## config.mk

```make
export PLATFORM = sky130hd
export DESIGN_NAME = spike_aer_encoder
export DESIGN_NICKNAME = d
export VERILOG_FILES = /design/src/rtl/spike_aer_encoder.sv
export SDC_FILE = /design/constraint.sdc
export NUM_CORES = 1
export LEC_CHECK = 0
export ABC_AREA = 0
export CAP_MARGIN = 20
export CORE_MARGIN = 1
export CORE_UTILIZATION = 35
export CTS_BUF_LIST = sky130_fd_sc_hd__clkbuf_16
export DETAILED_ROUTE_END_ITERATION = 8
export PLACE_DENSITY = 0.57
export SLEW_MARGIN = 10
export SYNTH_ARGS = -nofsm -noshare
export SYNTH_HDL_FRONTEND = slang
export SYNTH_SLANG_ARGS = --single-unit
```

## constraint.sdc

```tcl
create_clock -name clk_i -period 6.41 [get_ports clk_i]
set_clock_uncertainty 0.05 [all_clocks]
set_input_delay 1.6025 -clock clk_i [delete_from_list [all_inputs] [get_ports clk_i]]
set_output_delay 1.6025 -clock clk_i [all_outputs]
set_load 0.02 [all_outputs]
```

## src/rtl/spike_aer_encoder.sv

```systemverilog
`default_nettype none
// +--------------------------------------------------------------------------+
// | Module      : spike_aer_encoder                                          |
// | Description : Collects single-cycle spike pulses from a neuron array and |
// |               serialises them into address-events (neuron index plus     |
// |               time-step stamp) on a valid/ready stream. Round-robin      |
// |               arbitration, one pending spike per neuron, drop reporting. |
// | Revision    : 1.0 - initial release                                      |
// +--------------------------------------------------------------------------+
module spike_aer_encoder #(
  parameter int N_NEURONS = 10,
  parameter int ADDR_W    = 4,
  parameter int TS_W      = 16
) (
  input  logic                 clk_i,
  input  logic                 rst_i,
  input  logic [N_NEURONS-1:0] spike_in_i,
  input  logic                 tick_i,
  input  logic                 ev_ready_i,
  output logic                 ev_valid_o,
  output logic [ADDR_W-1:0]    ev_addr_o,
  output logic [TS_W-1:0]      ev_ts_o,
  input  logic                 clr_ovf_i,
  output logic                 overflow_o,
  output logic [7:0]           drop_cnt_o
);

  // Width of the per-cycle drop count (0..N_NEURONS).
  localparam int c_CNT_W = $clog2(N_NEURONS + 1);

  // Registered state
  logic [N_NEURONS-1:0] pend_q;
  logic [N_NEURONS-1:0] pend_d;
  logic [ADDR_W-1:0]    ptr_q;
  logic [ADDR_W-1:0]    ptr_d;
  logic [TS_W-1:0]      ts_q;
  logic                 ev_valid_q;
  logic [ADDR_W-1:0]    ev_addr_q;
  logic [TS_W-1:0]      ev_ts_q;
  logic                 ovf_q;
  logic                 ovf_d;
  logic [7:0]           drop_cnt_q;
  logic [7:0]           drop_cnt_d;

  // Combinational arbitration / drop signals
  logic [N_NEURONS-1:0] w_mask;
  logic [N_NEURONS-1:0] w_hi;
  logic                 w_hi_found;
  logic [ADDR_W-1:0]    w_hi_idx;
  logic                 w_any_found;
  logic [ADDR_W-1:0]    w_lo_idx;
  logic [ADDR_W-1:0]    w_sel;
  logic                 w_slot_free;
  logic                 w_grant_en;
  logic [N_NEURONS-1:0] w_grant;
  logic [N_NEURONS-1:0] w_drop;
  logic [c_CNT_W-1:0]   w_drop_num;
  logic [7:0]           w_cnt_base;
  logic [8:0]           w_cnt_sum;

  // The slot can take a new event when it is empty or being emptied this cycle.
  assign w_slot_free = ~ev_valid_q | ev_ready_i;

  // Per-neuron mask of positions at or above the priority pointer, grant
  // decode, drop detection and pending-bit update.
  for (genvar i = 0; i < N_NEURONS; i++) begin : g_bit
    assign w_mask[i]  = (ADDR_W'(i) >= ptr_q);
    assign w_grant[i] = w_grant_en & (w_sel == ADDR_W'(i));
    // A spike landing on a still-pending bit that is not leaving this cycle
    // merges into it and is counted as lost.
    assign w_drop[i]  = spike_in_i[i] & pend_q[i] & ~w_grant[i];
    assign pend_d[i]  = spike_in_i[i] | (pend_q[i] & ~w_grant[i]);
  end

  assign w_hi = pend_q & w_mask;

  // Round-robin search: lowest pending index at/above the pointer, otherwise
  // wrap around to the lowest pending index overall.
  always_comb begin
    w_hi_found  = 1'b0;
    w_hi_idx    = '0;
    w_any_found = 1'b0;
    w_lo_idx    = '0;
    // Descending scan so that the lowest set index is the last one written.
    for (int k = N_NEURONS - 1; k >= 0; k--) begin
      if (w_hi[k]) begin
        w_hi_found = 1'b1;
        w_hi_idx   = ADDR_W'(k);
      end
      if (pend_q[k]) begin
        w_any_found = 1'b1;
        w_lo_idx    = ADDR_W'(k);
      end
    end
  end

  assign w_sel      = w_hi_found ? w_hi_idx : w_lo_idx;
  assign w_grant_en = w_slot_free & w_any_found;

  // Next pointer sits just past the granted index, wrapping at the array end.
  assign ptr_d = (w_sel == ADDR_W'(N_NEURONS - 1)) ? '0 : (w_sel + 1'b1);

  // Count how many neurons lost a spike this cycle.
  always_comb begin
    w_drop_num = '0;
    for (int i = 0; i < N_NEURONS; i++) begin
      w_drop_num = w_drop_num + c_CNT_W'(w_drop[i]);
    end
  end

  // Drop statistics: a clear and a simultaneous drop leave only this
  // cycle's drops in the counter; the counter saturates at 255.
  always_comb begin
    w_cnt_base = clr_ovf_i ? 8'd0 : drop_cnt_q;
    w_cnt_sum  = {1'b0, w_cnt_base} + 9'(w_drop_num);
    ovf_d      = (ovf_q & ~clr_ovf_i) | (|w_drop);
    if (|w_drop) begin
      drop_cnt_d = w_cnt_sum[8] ? 8'hFF : w_cnt_sum[7:0];
    end else begin
      drop_cnt_d = w_cnt_base;
    end
  end

  // State update: pending bits, output slot, pointer, timestamp and drop stats.
  always_ff @(posedge clk_i) begin
    if (rst_i) begin
      pend_q     <= '0;
      ptr_q      <= '0;
      ts_q       <= '0;
      ev_valid_q <= 1'b0;
      ev_addr_q  <= '0;
      ev_ts_q    <= '0;
      ovf_q      <= 1'b0;
      drop_cnt_q <= '0;
    end else begin
      pend_q <= pend_d;
      if (w_grant_en) begin
        // Stamp uses the timestamp before any coincident tick.
        ev_valid_q <= 1'b1;
        ev_addr_q  <= w_sel;
        ev_ts_q    <= ts_q;
        ptr_q      <= ptr_d;
      end else if (w_slot_free) begin
        ev_valid_q <= 1'b0;
      end
      if (tick_i) begin
        ts_q <= ts_q + 1'b1;
      end
      ovf_q      <= ovf_d;
      drop_cnt_q <= drop_cnt_d;
    end
  end

  assign ev_valid_o = ev_valid_q;
  assign ev_addr_o  = ev_addr_q;
  assign ev_ts_o    = ev_ts_q;
  assign overflow_o = ovf_q;
  assign drop_cnt_o = drop_cnt_q;

endmodule
`default_nettype wire

```

Yosys cells after proc, flatten, opt, wreduce, memory -nomap -nowiden
Index checks and enable logic that the tools add are counted.
{"block": "word_totals", "input_bits": 15, "word_cells": 156, "output_inout_bits": 30, "regBits": 60}
{"block": "op_classes", "n_lt_le_gt_ge": 10, "n_mux": 47, "add_sub_neg": 12, "n_bitwise": 67, "reduce_logical": 3, "eq_ne": 9}
{"cell": "two-way mux 4 bit", "count": 22}
{"cell": "bitwise AND 1 bit", "count": 42}
{"cell": "adder 4 x 1 -> 4 bit", "count": 6}
{"cell": "two-way mux 8 bit", "count": 3}
{"cell": "two-way mux 1 bit", "count": 22}
{"cell": "adder 16 x 1 -> 16 bit, second input constant", "count": 1}
{"cell": "== test 4 x 3 -> 1 bit, second input constant", "count": 4}
{"cell": ">= comparator 3 x 4 -> 1 bit, first input constant", "count": 4}
{"cell": "NOT 1 bit", "count": 12}
{"cell": "bitwise OR 1 bit", "count": 12}
{"cell": "bitwise AND 10 bit", "count": 1}
{"cell": "OR reduction 10 bit", "count": 1}
{"cell": "adder 8 x 4 -> 9 bit", "count": 1}
{"cell": "== test 4 x 2 -> 1 bit, second input constant", "count": 2}
{"cell": "== test 4 bit, second input constant", "count": 2}
{"cell": ">= comparator 1 x 4 -> 1 bit, first input constant", "count": 2}
{"cell": ">= comparator 2 x 4 -> 1 bit, first input constant", "count": 2}
{"cell": ">= comparator 4 bit, first input constant", "count": 2}
{"cell": "adder 3 x 1 -> 4 bit", "count": 1}
{"cell": "adder 4 x 1 -> 4 bit, second input constant", "count": 1}
{"cell": "== test 4 x 1 -> 1 bit, second input constant", "count": 1}
{"cell": "zero test 4 bit", "count": 1}
{"cell": "adder 2 x 1 -> 3 bit", "count": 1}
{"cell": "adder 1 x 1 -> 2 bit", "count": 1}
{"cell": "nonzero test 2 bit", "count": 1}

Longest topological paths before layout
Gate-level depths: netlist of run 1.
{"block": "logic_depth", "word_depth": 29, "mapped_depth": 24, "mapped_depth_nobuf": 22}

Worst setup path after synthesis of run 1
No wires, ideal clock.
{"block": "synth_timing", "path_type": "in2reg", "from": "input ev_ready_i", "to": "register drop_cnt_q[4], in the netlist drop_cnt_o[4]", "path_buffers": 1, "arrival_ps": 5797, "stages": 18, "slack_ps": 476, "required_ps": 6274, "setup_ps": 86, "cell_sequence": "nand2b_1 > o21a_1 > clkbuf_1 > o21a_1 > a31oi_1 > inv_1 > fa_1 > fa_1 > fa_1 > fa_1 > inv_1 > fa_1 > a21o_1 > a21oi_1 > nor3b_1 > nand4b_1 > nor3b_1 > a221oi_2"}
{"block": "synth_via", "elab_chain_cells": 17, "elab_cells_between_ends": 45, "cone_classes": "add/sub (10); mux (2); bitwise (32); reduce/logical (1)"}
{"element": "start, declared", "line": "19", "text": "input logic ev_ready_i,"}
{"element": "bitwise OR 1 bit (*)", "line": "62", "text": "assign w_slot_free = ~ev_valid_q | ev_ready_i;"}
{"element": "bitwise AND 1 bit (*)", "line": "98", "text": "assign w_grant_en = w_slot_free & w_any_found;"}
{"element": "bitwise AND 1 bit", "line": "68", "text": "assign w_grant[i] = w_grant_en & (w_sel == ADDR_W'(i));"}
{"element": "NOT 1 bit", "line": "71", "text": "assign w_drop[i] = spike_in_i[i] & pend_q[i] & ~w_grant[i];"}
{"element": "bitwise AND 1 bit", "line": "71"}
{"element": "adder 1 x 1 -> 2 bit", "line": "107", "text": "w_drop_num = w_drop_num + c_CNT_W'(w_drop[i]);"}
{"element": "adder 2 x 1 -> 3 bit", "line": "107"}
{"element": "adder 3 x 1 -> 4 bit", "line": "107"}
{"element": "adder 4 x 1 -> 4 bit (6 in series)", "line": "107"}
{"element": "adder 8 x 4 -> 9 bit", "line": "115", "text": "w_cnt_sum = {1'b0, w_cnt_base} + 9'(w_drop_num);"}
{"element": "two-way mux 8 bit", "line": "118", "text": "drop_cnt_d = w_cnt_sum[8] ? 8'hFF : w_cnt_sum[7:0];"}
{"element": "two-way mux 8 bit (*)", "line": "117", "text": "if (|w_drop) begin"}
{"element": "end signal, assigned", "line": "150", "text": "drop_cnt_q <= drop_cnt_d;"}
{"element": "end, declared", "line": "42", "text": "logic [7:0] drop_cnt_q;"}
Mark *: on every way between the ends. The rest lies on a longest branch, timed or not.
A chain may end at the register's enable or synchronous reset.

Worst setup path in the final report of run 1
{"block": "layout_timing", "from": "input ev_ready_i", "to": "register drop_cnt_q[5], in the netlist drop_cnt_o[5]"}
The elaborated chain is that of the path after synthesis.

==> out/qor.csv, run 1 <==
metric;value;unit
status;finished, final reports clean;
R2R Path Start;ptr_q[2];
wire length on met2;3.93;mm
TritonCTS Buffers;9;
critical-path cell list;clkdlybuf4s50_1 > nand2b_1 > o21a_1 > buf_4 > and2_1 > a31oi_1 > inv_1 > fa_1 > fa_1 > fa_1 > fa_1 > inv_1 > fa_1 > a21o_1 > a21oi_1 > nor3b_2 > nand4b_1 > buf_4 > o21ai_0 > a32o_1;
FFs w/ async S/R, synth;0;
Avg Cell Area, Syn;8.18;um^2
Hold Buf Count CTS;0;
antenna diode count;0;
placed inst area;3930;um^2
DRT iter0 DRCs;161;
CP startpoint kind;input pin;
post-layout util;0.456;
Int Pwr;0.000894;W
multi-input logic area;1990;um^2
Synth Flop Type;dfxtp_1;
critical path's slowest cell;fa_1;
final setup fails;0;
maxcap violations;0;
Slew @ Worst Pin;0.661;ns
synthesis warning total;0;
most frequent cells after synthesis;nand2_1 (67), dfxtp_1 (60), nor2_1 (41);
antenna violations before repair;0;
clock latency on the worst-skew pair;0.32;ns
die area;9970;um^2
GPL Wtd Cong;0.855;
Yosys reg bits;60;
Final Max Slew Viols;0;
total nets after synthesis;439;
CTS tree;yes;
fin nets;485;
Final HPWL DP;6.02;mm
Reg2Reg Depth;21;
drt via density;5.21;
total gr overflow;0;
starting density of the core;0.363;
Root Driver;clkbuf_16;
Pre-antenna DRT Iters;4;
Area Growth Syn to Fin;25.7;%
kind of critical path;input pin to flop;
synthesized instance count;410;
CTS H-Tree Depth;3;
Post-synth EDFFs;0;
register area share after synthesis;0.358;
Leakage;1.55;nW
PD cells;344;nW/um^2
share of cells above drive strength 1;0.0976;
Final Hold Fails;0;
Post-Syn Area;3350;um^2
# fillers;923;
global-route wire length before repair;14.4;mm
worst-path maximum fanout;6;
Rows;35;
fin crit period;6.10;ns
slowest stage delay, CP;0.56;ns
number of global-route vias before repair;2970;
hold wc startpoint;ev_ts_o[13];
final worst path period share;0.952;
Flop pwr share;0.320;
pin count of the biggest net entering global routing;62;
hold depth;2;
most frequent cell after synthesis;nand2_1;
ANT nets after route;0;
via count;3073;
crit end category;flop;
Critical Path RT;6.57;ns
switching pwr;0.000554;W
Net Sw Frac;0.382;
WP data arrival;6.26;ns
Hold WC Path Type;flop to flop;
Peak VDD IR;0.000138;V
WL met3;303;um
top layer in use;met4;
clock sink count;60;
drt wl/cell;14.4;um
global router's overall resource usage;0.180;
Ports;45;
die height;99.9;um
Reg-to-Reg End;drop_cnt_o[5];
Port Buf Inserts;44;
fmax;0.164;GHz
Area contributors post-synth;dfxtp_1 (36%), nand2_1 (7.5%), a21oi_1 (6.0%);
Routed met1 length;4.09;mm
CP most frequent cell;fa_1;
Max clock buf depth;2;
worst reg2reg setup slack;0.48;ns
Design Area, Final;4210;um^2
area of the core;9240;um^2
RSZ-0062 raised after global routing;no;
Worst Hold End;ev_ts_o[13];
sequential cell area;1200;um^2
Comb pwr share;0.390;
drc violations;0;
clock share of power;0.290;
final wirelength;8.47;mm
Clock transition at path regs;0.05;ns
Synth top area share;0.358;
largest area contributor in the netlist;dfxtp_1;
Die X;99.9;um
library cells used by synthesis;68;
Slew HR;0.559;
sequential cells by signal (all words and copies together), names as in the netlist:
signal and flops:
drop_cnt_o 8, ev_addr_o 4, ev_ts_o 16, ev_valid_o 1, overflow_o 1, pend_q 10
ptr_q 4, ts_q 16
worst max path at each step:
stage / from / end
finish: ev_ready_i / drop_cnt_o[5]
global route: ev_ready_i / drop_cnt_o[3]
CTS: ev_ready_i / drop_cnt_o[3]
detailed placement: ev_ready_i / drop_cnt_o[1]
global placement: ev_ready_i / drop_cnt_o[1]
floorplan: ev_ready_i / drop_cnt_o[4]
power by group through the flow:
stage / combinational, W / sequential [W] / clock (W)
finish: 0.000565 / 0.000464 / 0.000420
global route: 0.000627 / 0.000470 / 0.000444
CTS: 0.000556 / 0.000463 / 0.000427
detailed placement: 0.000549 / 0.000470 / 0
global placement: 0.000549 / 0.000471 / 0
floorplan: 0.000410 / 0.000460 / 0
critical path, delay by kind of cell:
| family | cells | cell delay, ns |
|---|---|---|
| adder cells (fa/ha/maj) | 5 | 2.05 |
| buffers and inverters | 5 | 0.87 |
| AO/OA/AOI/OAI | 6 | 1.14 |
| AND/OR/NAND/NOR | 4 | 0.61 |
final cells by class:
class	count	share of cell area
Inverter	16	0.0143
Multi-Input combinational cell	311	0.472
Sequential cell	60	0.285
Tap cell	129	0.0383
Clock inverter	7	0.00861
Clock buffer	9	0.0534
Timing Repair Buffer	58	0.128
metal layers:
layer,GRT usage,up-vias
met5,0,-
met4,0.0747,0
met3,0.0327,15
met2,0.285,75
met1,0.242,1446
li1,-,1537
per-stage QoR:
stage	hold slack (ns)	instances	power [W]	setup TNS, ns	setup WS (ns)
after detailed placement	0.400	573	0.00102	-0.124	-0.0582
after CTS	0.407	589	0.00145	0	0.239
after global routing	0.424	590	0.00154	0	0.0317
after floorplan	0.387	410	0.000869	0	0.476
final	0.401	590	0.00145	0	0.308
after global placement	0.397	573	0.00102	0	0.0716
repair_timing:
item                                    CTS  global route
endpoints found under the hold margin     0             0
endpoints found under the setup margin    0             5
setup buffers                             0             1
gates resized for setup                   0             3
logic make-up after synthesis:
logic type / share of synthesized area
buffers and inverters: 0.0519
AO/OA/AOI/OAI: 0.221
flip-flops: 0.358
multiplexers: 0.00597
adder cells (fa/ha/maj): 0.0679
AND/OR/NAND/NOR: 0.258
XOR/XNOR: 0.0366
cell usage in the layout (no fill, tap or decap), types with 3 or more instances in the layout:
| cell | Yosys | final |
|---|---|---|
| nor3b_1 | 4 | 3 |
| or3_1 | 8 | 8 |
| a31oi_1 | 3 | 3 |
| o21ai_0 | 10 | 9 |
| nand3_1 | 8 | 8 |
| a21oi_1 | 40 | 40 |
| o21bai_1 | 3 | 3 |
| nor3_1 | 8 | 8 |
| o21a_1 | 4 | 4 |
| xor2_1 | 8 | 8 |
| clkdlybuf4s50_1 | 0 | 43 |
| nand4_1 | 6 | 6 |
| buf_4 | 0 | 14 |
| xnor2_1 | 6 | 6 |
| and2_1 | 3 | 3 |
| ha_1 | 7 | 7 |
| nand2b_1 | 8 | 8 |
| o211ai_1 | 3 | 3 |
| inv_1 | 16 | 18 |
| nor2_1 | 41 | 41 |
| a311oi_1 | 4 | 4 |
| nor2b_1 | 6 | 6 |
| clkbuf_16 | 0 | 9 |
| a21o_1 | 6 | 6 |
| nand2_1 | 67 | 67 |
| dfxtp_1 | 60 | 60 |
| fa_1 | 7 | 7 |
| o21ai_1 | 2 | 3 |
No activity file was read; power rests on OpenSTA's default activity.
==> inputs of run 2 (changes only) <==
--- a/config.mk
+++ b/config.mk
@@ -12,6 +12,7 @@
 export CTS_BUF_LIST = sky130_fd_sc_hd__clkbuf_16
 export DETAILED_ROUTE_END_ITERATION = 8
 export PLACE_DENSITY = 0.57
+export SKIP_CTS_REPAIR_TIMING = 1
 export SLEW_MARGIN = 10
 export SYNTH_ARGS = -nofsm -noshare
 export SYNTH_HDL_FRONTEND = slang
==> constraint.sdc (replaced) <==
create_clock -name clk_i -period 6.75 [get_ports clk_i]
set_clock_uncertainty 0.05 [all_clocks]
set_input_delay 1.6875 -clock clk_i [delete_from_list [all_inputs] [get_ports clk_i]]
set_output_delay 1.6875 -clock clk_i [all_outputs]
set_load 0.02 [all_outputs]
==> out/qor.csv, run 2 (same netlist as run 1, synthesis figures left out) <==
metric;value;unit;change
Rows;35;;unchanged
total gr overflow;0;;unchanged
Leakage;1.53;nW;-1.2%
placed insts;566;;-1.2%
fmax;0.159;GHz;
Final HPWL DP;6.02;mm;about the same
launch point of the worst path;ev_ready_i;;
Port Buf Inserts;44;;unchanged
overall power;0.00141;W;-2.8%
die height;99.9;um;unchanged
final worst path period share;0.934;;
drt via density;5.13;;-1.5%
Slew @ Worst Pin;0.669;ns;+0.00763 ns
setup_tns;0;ns;unchanged
antenna violations before repair;0;;unchanged
RSZ-0062 raised after global routing;no;;
starting density of the core;0.363;;unchanged
GPL Wtd Cong;0.868;;+1.6%
kind of critical path;input pin to flop;;
TritonCTS Buffers;9;;unchanged
clock latency on the worst-skew pair;0.33;ns;about the same
global-route wire length before repair;14.2;mm;-0.91%
CP most frequent cell;fa_1;;
PD cells;336;nW/um^2;-2.2%
Ports;45;;unchanged
Root Driver;clkbuf_16;;
via count;2990;;-2.7%
critical path's slowest cell;fa_1;;
clock sink count;60;;unchanged
Final Hold Fails;0;;unchanged
fin crit period;6.30;ns;
Hold WC Path Type;flop to flop;;
Max clock buf depth;2;;unchanged
Clock transition at path regs;0.05;ns;about the same
final setup fails;0;;unchanged
final wirelength;8.43;mm;-0.53%
post-layout util;0.453;;-0.00284
WP data arrival;6.47;ns;+0.21 ns
crit end category;flop;;
CP startpoint kind;input pin;;
Peak VDD IR;0.000151;V;+9.4%
R2R Path Start;ptr_q[1];;
number of global-route vias before repair;2968;;-0.067%
critical-path cell list;clkdlybuf4s50_1 > nand2b_1 > o21a_1 > o21a_1 > a21boi_0 > nand2_1 > fa_1 > fa_1 > fa_1 > fa_1 > inv_1 > fa_1 > a21o_1 > a21oi_1 > nor3b_1 > nand4b_1 > buf_4 > o21ai_0 > a32o_1;;
Critical Path RT;6.92;ns;+0.35 ns
DRT iter0 DRCs;154;;-4.3%
Pre-antenna DRT Iters;4;;unchanged
CTS tree;yes;;
die area;9970;um^2;unchanged
pin count of the biggest net entering global routing;62;;unchanged
antenna diode count;0;;unchanged
global router's overall resource usage;0.181;;+0.000515
drc violations;0;;unchanged
most frequent cells in the layout;nand2_1 (67), dfxtp_1 (60), clkdlybuf4s50_1 (43), nor2_1 (41), a21oi_1 (40);;
share of cells above drive strength 1;0.0859;;-0.0117
area of the core;9240;um^2;unchanged
Slew HR;0.550;;-0.00919
Area Growth Syn to Fin;24.9;%;
slowest stage delay, CP;0.54;ns;-0.02 ns
CTS H-Tree Depth;3;;unchanged
worst-path maximum fanout;7;;+1
drt wl/cell;14.5;um;+0.66%
Die X;99.9;um;unchanged
most common cell after layout, fill and taps aside;nand2_1;;
fin nets;478;;-1.4%
Final Max Slew Viols;0;;unchanged
ANT nets after route;0;;unchanged
Post-Layout Cell Count;583;;-1.2%
maxcap violations;0;;unchanged
status;finished, final reports clean;;
hold wc startpoint;ev_ts_o[6];;
## run 2: worst max-delay path: cells and delay by family
kind,cells,cell delay [ns]
adders and majority gates,5,2.12
AOI/OAI and AO/OA,7,1.44
buffers and inverters,3,0.62
and+or+nand+nor,4,0.58
## run 2: layout make-up
class	instances	area (um^2)
clock buffer	9	225
clock inverter	7	75.1
fill	952	5050
inverter	16	60.1
multi-input combinational	311	1980
sequential	60	1200
tap	129	161
timing repair buffer	51	488
## run 2: path summary, 6_finish.rpt
path / endpoint / slack [ns] / depth (start not counted)
hold reg to reg: ev_ts_o[6] / 0.40 / 2
setup / recovery: drop_cnt_o[5] / 0.45 / 19
setup reg to reg: drop_cnt_o[5] / 0.63 / 21
hold / removal: ev_ts_o[6] / 0.40 / 2
## run 2: report_power, final
part           switching [W]  leakage, nW  total [W]  internal [W]
registers          0.0000565        0.490   0.000446      0.000390
logic               0.000298        0.891   0.000504      0.000206
clock network       0.000170        0.150   0.000457      0.000287
total               0.000525         1.53    0.00141      0.000883
## run 2: layer usage
layer  track usage  vias up  part of all wire
li1              -     1522                 -
met1         0.229     1391              0.47
met4        0.0837        0             0.022
met2         0.293       63              0.46
met3        0.0397       14             0.044
met5             0        -                 0
## run 2: stage by stage
step           hold WS, ns  instance area, um^2  setup WS, ns
6_report             0.401                 4190         0.445
5_1_grt              0.427                 4190         0.143
4_1_cts              0.405                 4180         0.300
3_5_place_dp         0.398                 3880       -0.0387
3_3_place_gp         0.397                 3880         0.120
2_1_floorplan        0.387                 3350         0.731
==> inputs of run 3 (changes only) <==
--- a/config.mk
+++ b/config.mk
@@ -11,7 +11,9 @@
 export CORE_UTILIZATION = 35
 export CTS_BUF_LIST = sky130_fd_sc_hd__clkbuf_16
 export DETAILED_ROUTE_END_ITERATION = 8
+export MAX_ROUTING_LAYER = met4
 export PLACE_DENSITY = 0.57
+export REMOVE_ABC_BUFFERS = 1
 export SKIP_CTS_REPAIR_TIMING = 1
 export SLEW_MARGIN = 10
 export SYNTH_ARGS = -nofsm -noshare
==> constraint.sdc (replaced) <==
create_clock -name clk_i -period 6.83 [get_ports clk_i]
set_clock_uncertainty 0.05 [all_clocks]
set_input_delay 1.7075 -clock clk_i [delete_from_list [all_inputs] [get_ports clk_i]]
set_output_delay 1.7075 -clock clk_i [all_outputs]
set_load 0.02 [all_outputs]
==> out/qor.csv, run 3 (same netlist as run 1, synthesis figures left out) <==
metric;value;unit;change
CTS H-Tree Depth;3;;unchanged
Pre-antenna DRT Iters;4;;unchanged
hold wc startpoint;ev_ts_o[6];;
Leakage;1.52;nW;-0.76%
die area;9970;um^2;unchanged
launch point of the worst path;ev_ready_i;;
final wirelength;8.35;mm;-0.94%
status;finished, final reports clean;;
fin crit period;6.41;ns;
Root Driver;clkbuf_16;;
fmax;0.156;GHz;
Final Hold Fails;0;;unchanged
CP startpoint kind;input pin;;
TritonCTS Buffers;9;;unchanged
Max clock buf depth;2;;unchanged
GPL Wtd Cong;0.826;;-4.9%
crit end category;flop;;
die height;99.9;um;unchanged
maxcap violations;0;;unchanged
number of global-route vias before repair;2912;;-1.9%
worst-path maximum fanout;7;;unchanged
Peak VDD IR;0.000144;V;-4.6%
slowest stage delay, CP;0.56;ns;+0.02 ns
R2R Path Start;ptr_q[1];;
PD cells;333;nW/um^2;-0.87%
Buf/Inv on CP;3;;unchanged
clock sink count;60;;unchanged
most frequent cells in the layout;nand2_1 (67), dfxtp_1 (60), clkdlybuf4s50_1 (43), nor2_1 (41), a21oi_1 (40);;
most common cell after layout, fill and taps aside;nand2_1;;
global-route wire length before repair;14.1;mm;-1.3%
WP data arrival;6.59;ns;+0.12 ns
drt wl/cell;14.3;um;-0.77%
post-layout util;0.452;;-0.00162
ANT nets after route;0;;unchanged
global router's overall resource usage;0.184;;+0.00352
Clock transition at path regs;0.05;ns;about the same
Die X;99.9;um;unchanged
CP top delay family;adder cells;;
Slew @ Worst Pin;0.727;ns;+0.0583 ns
critical path's slowest cell;fa_1;;
share of cells above drive strength 1;0.0817;;-0.00423
CTS tree;yes;;
Ports;45;;unchanged
clock latency on the worst-skew pair;0.33;ns;about the same
Area Growth Syn to Fin;24.5;%;
Final Max Slew Viols;0;;unchanged
starting density of the core;0.363;;unchanged
total gr overflow;0;;unchanged
DRT iter0 DRCs;164;;+6.5%
pin count of the biggest net entering global routing;62;;unchanged
critical-path cell list;clkdlybuf4s50_1 > nand2b_1 > o21a_1 > o21a_1 > a31oi_1 > inv_1 > fa_1 > fa_1 > fa_1 > fa_1 > inv_1 > fa_1 > a21o_1 > a21oi_1 > nor3b_1 > nand4b_1 > nand2_1 > a21oi_1 > a311oi_1;;
fin nets;477;;-0.21%
antenna violations before repair;0;;unchanged
Port Buf Inserts;44;;unchanged
Slew HR;0.514;;-0.0363
Final HPWL DP;5.93;mm;-1.4%
CP most frequent cell;fa_1;;
area of the core;9240;um^2;unchanged
via count;3055;;+2.2%
antenna diode count;0;;unchanged
Rows;35;;unchanged
Hold WC Path Type;flop to flop;;
final setup fails;0;;unchanged
drt via density;5.25;;+2.3%
final worst path period share;0.938;;
setup_tns;0;ns;unchanged
drc violations;0;;unchanged
RSZ-0062 raised after global routing;no;;
Critical Path RT;7.02;ns;+0.10 ns
kind of critical path;input pin to flop;;
==> run 3: worst paths after layout <==
| check | to | slack (ns) | depth (start not counted) |
|---|---|---|---|
| worst min register to register | ev_ts_o[6] | 0.40 | 2 |
| worst min-delay path | ev_ts_o[6] | 0.40 | 2 |
| worst max register to register | drop_cnt_o[0] | 0.60 | 21 |
| worst max-delay path | drop_cnt_o[0] | 0.42 | 19 |
==> run 3: area by class of cell <==
type / count / area [um^2]
clock buffers: 9 / 225
clock inverters: 7 / 67.6
fillers: 927 / 5070
inverters: 16 / 60.1
multi-input cells: 311 / 1980
flip-flops and latches: 60 / 1200
well taps: 129 / 161
repair buffers: 50 / 480
==> run 3: report_power, final <==
group / internal [W] / switching, W
Clock: 0.000281 / 0.000168
Sequential: 0.000385 / 0.0000556
Combinational: 0.000204 / 0.000298
Total: 0.000869 / 0.000521
==> run 3: routing by layer <==
layer,global-route usage,vias up,share of wire
met5,-,-,0
met4,0.0679,0,0.012
met3,0.0397,9,0.045
met2,0.279,66,0.46
met1,0.242,1461,0.48
li1,-,1519,-
==> run 3: per-stage QoR <==
stage / power [W] / hold WS (ns) / instances / setup WS [ns] / area, um^2
final: 0.00139 / 0.400 / 582 / 0.425 / 4170
after global routing: 0.00148 / 0.425 / 582 / 0.0924 / 4170
after CTS: 0.00140 / 0.403 / 582 / 0.400 / 4170
after detailed placement: 0.000949 / 0.396 / 566 / 0.104 / 3880
after global placement: 0.000946 / 0.396 / 566 / 0.205 / 3880
after floorplan: 0.000784 / 0.381 / 387 / 0.595 / 3240
==> run 3: tightest hold or removal path, cell delays in order, from the launching register on <==
cell and delay (ns):
dfxtp_1 0.30, nand2_1 0.05, a21oi_1 0.05
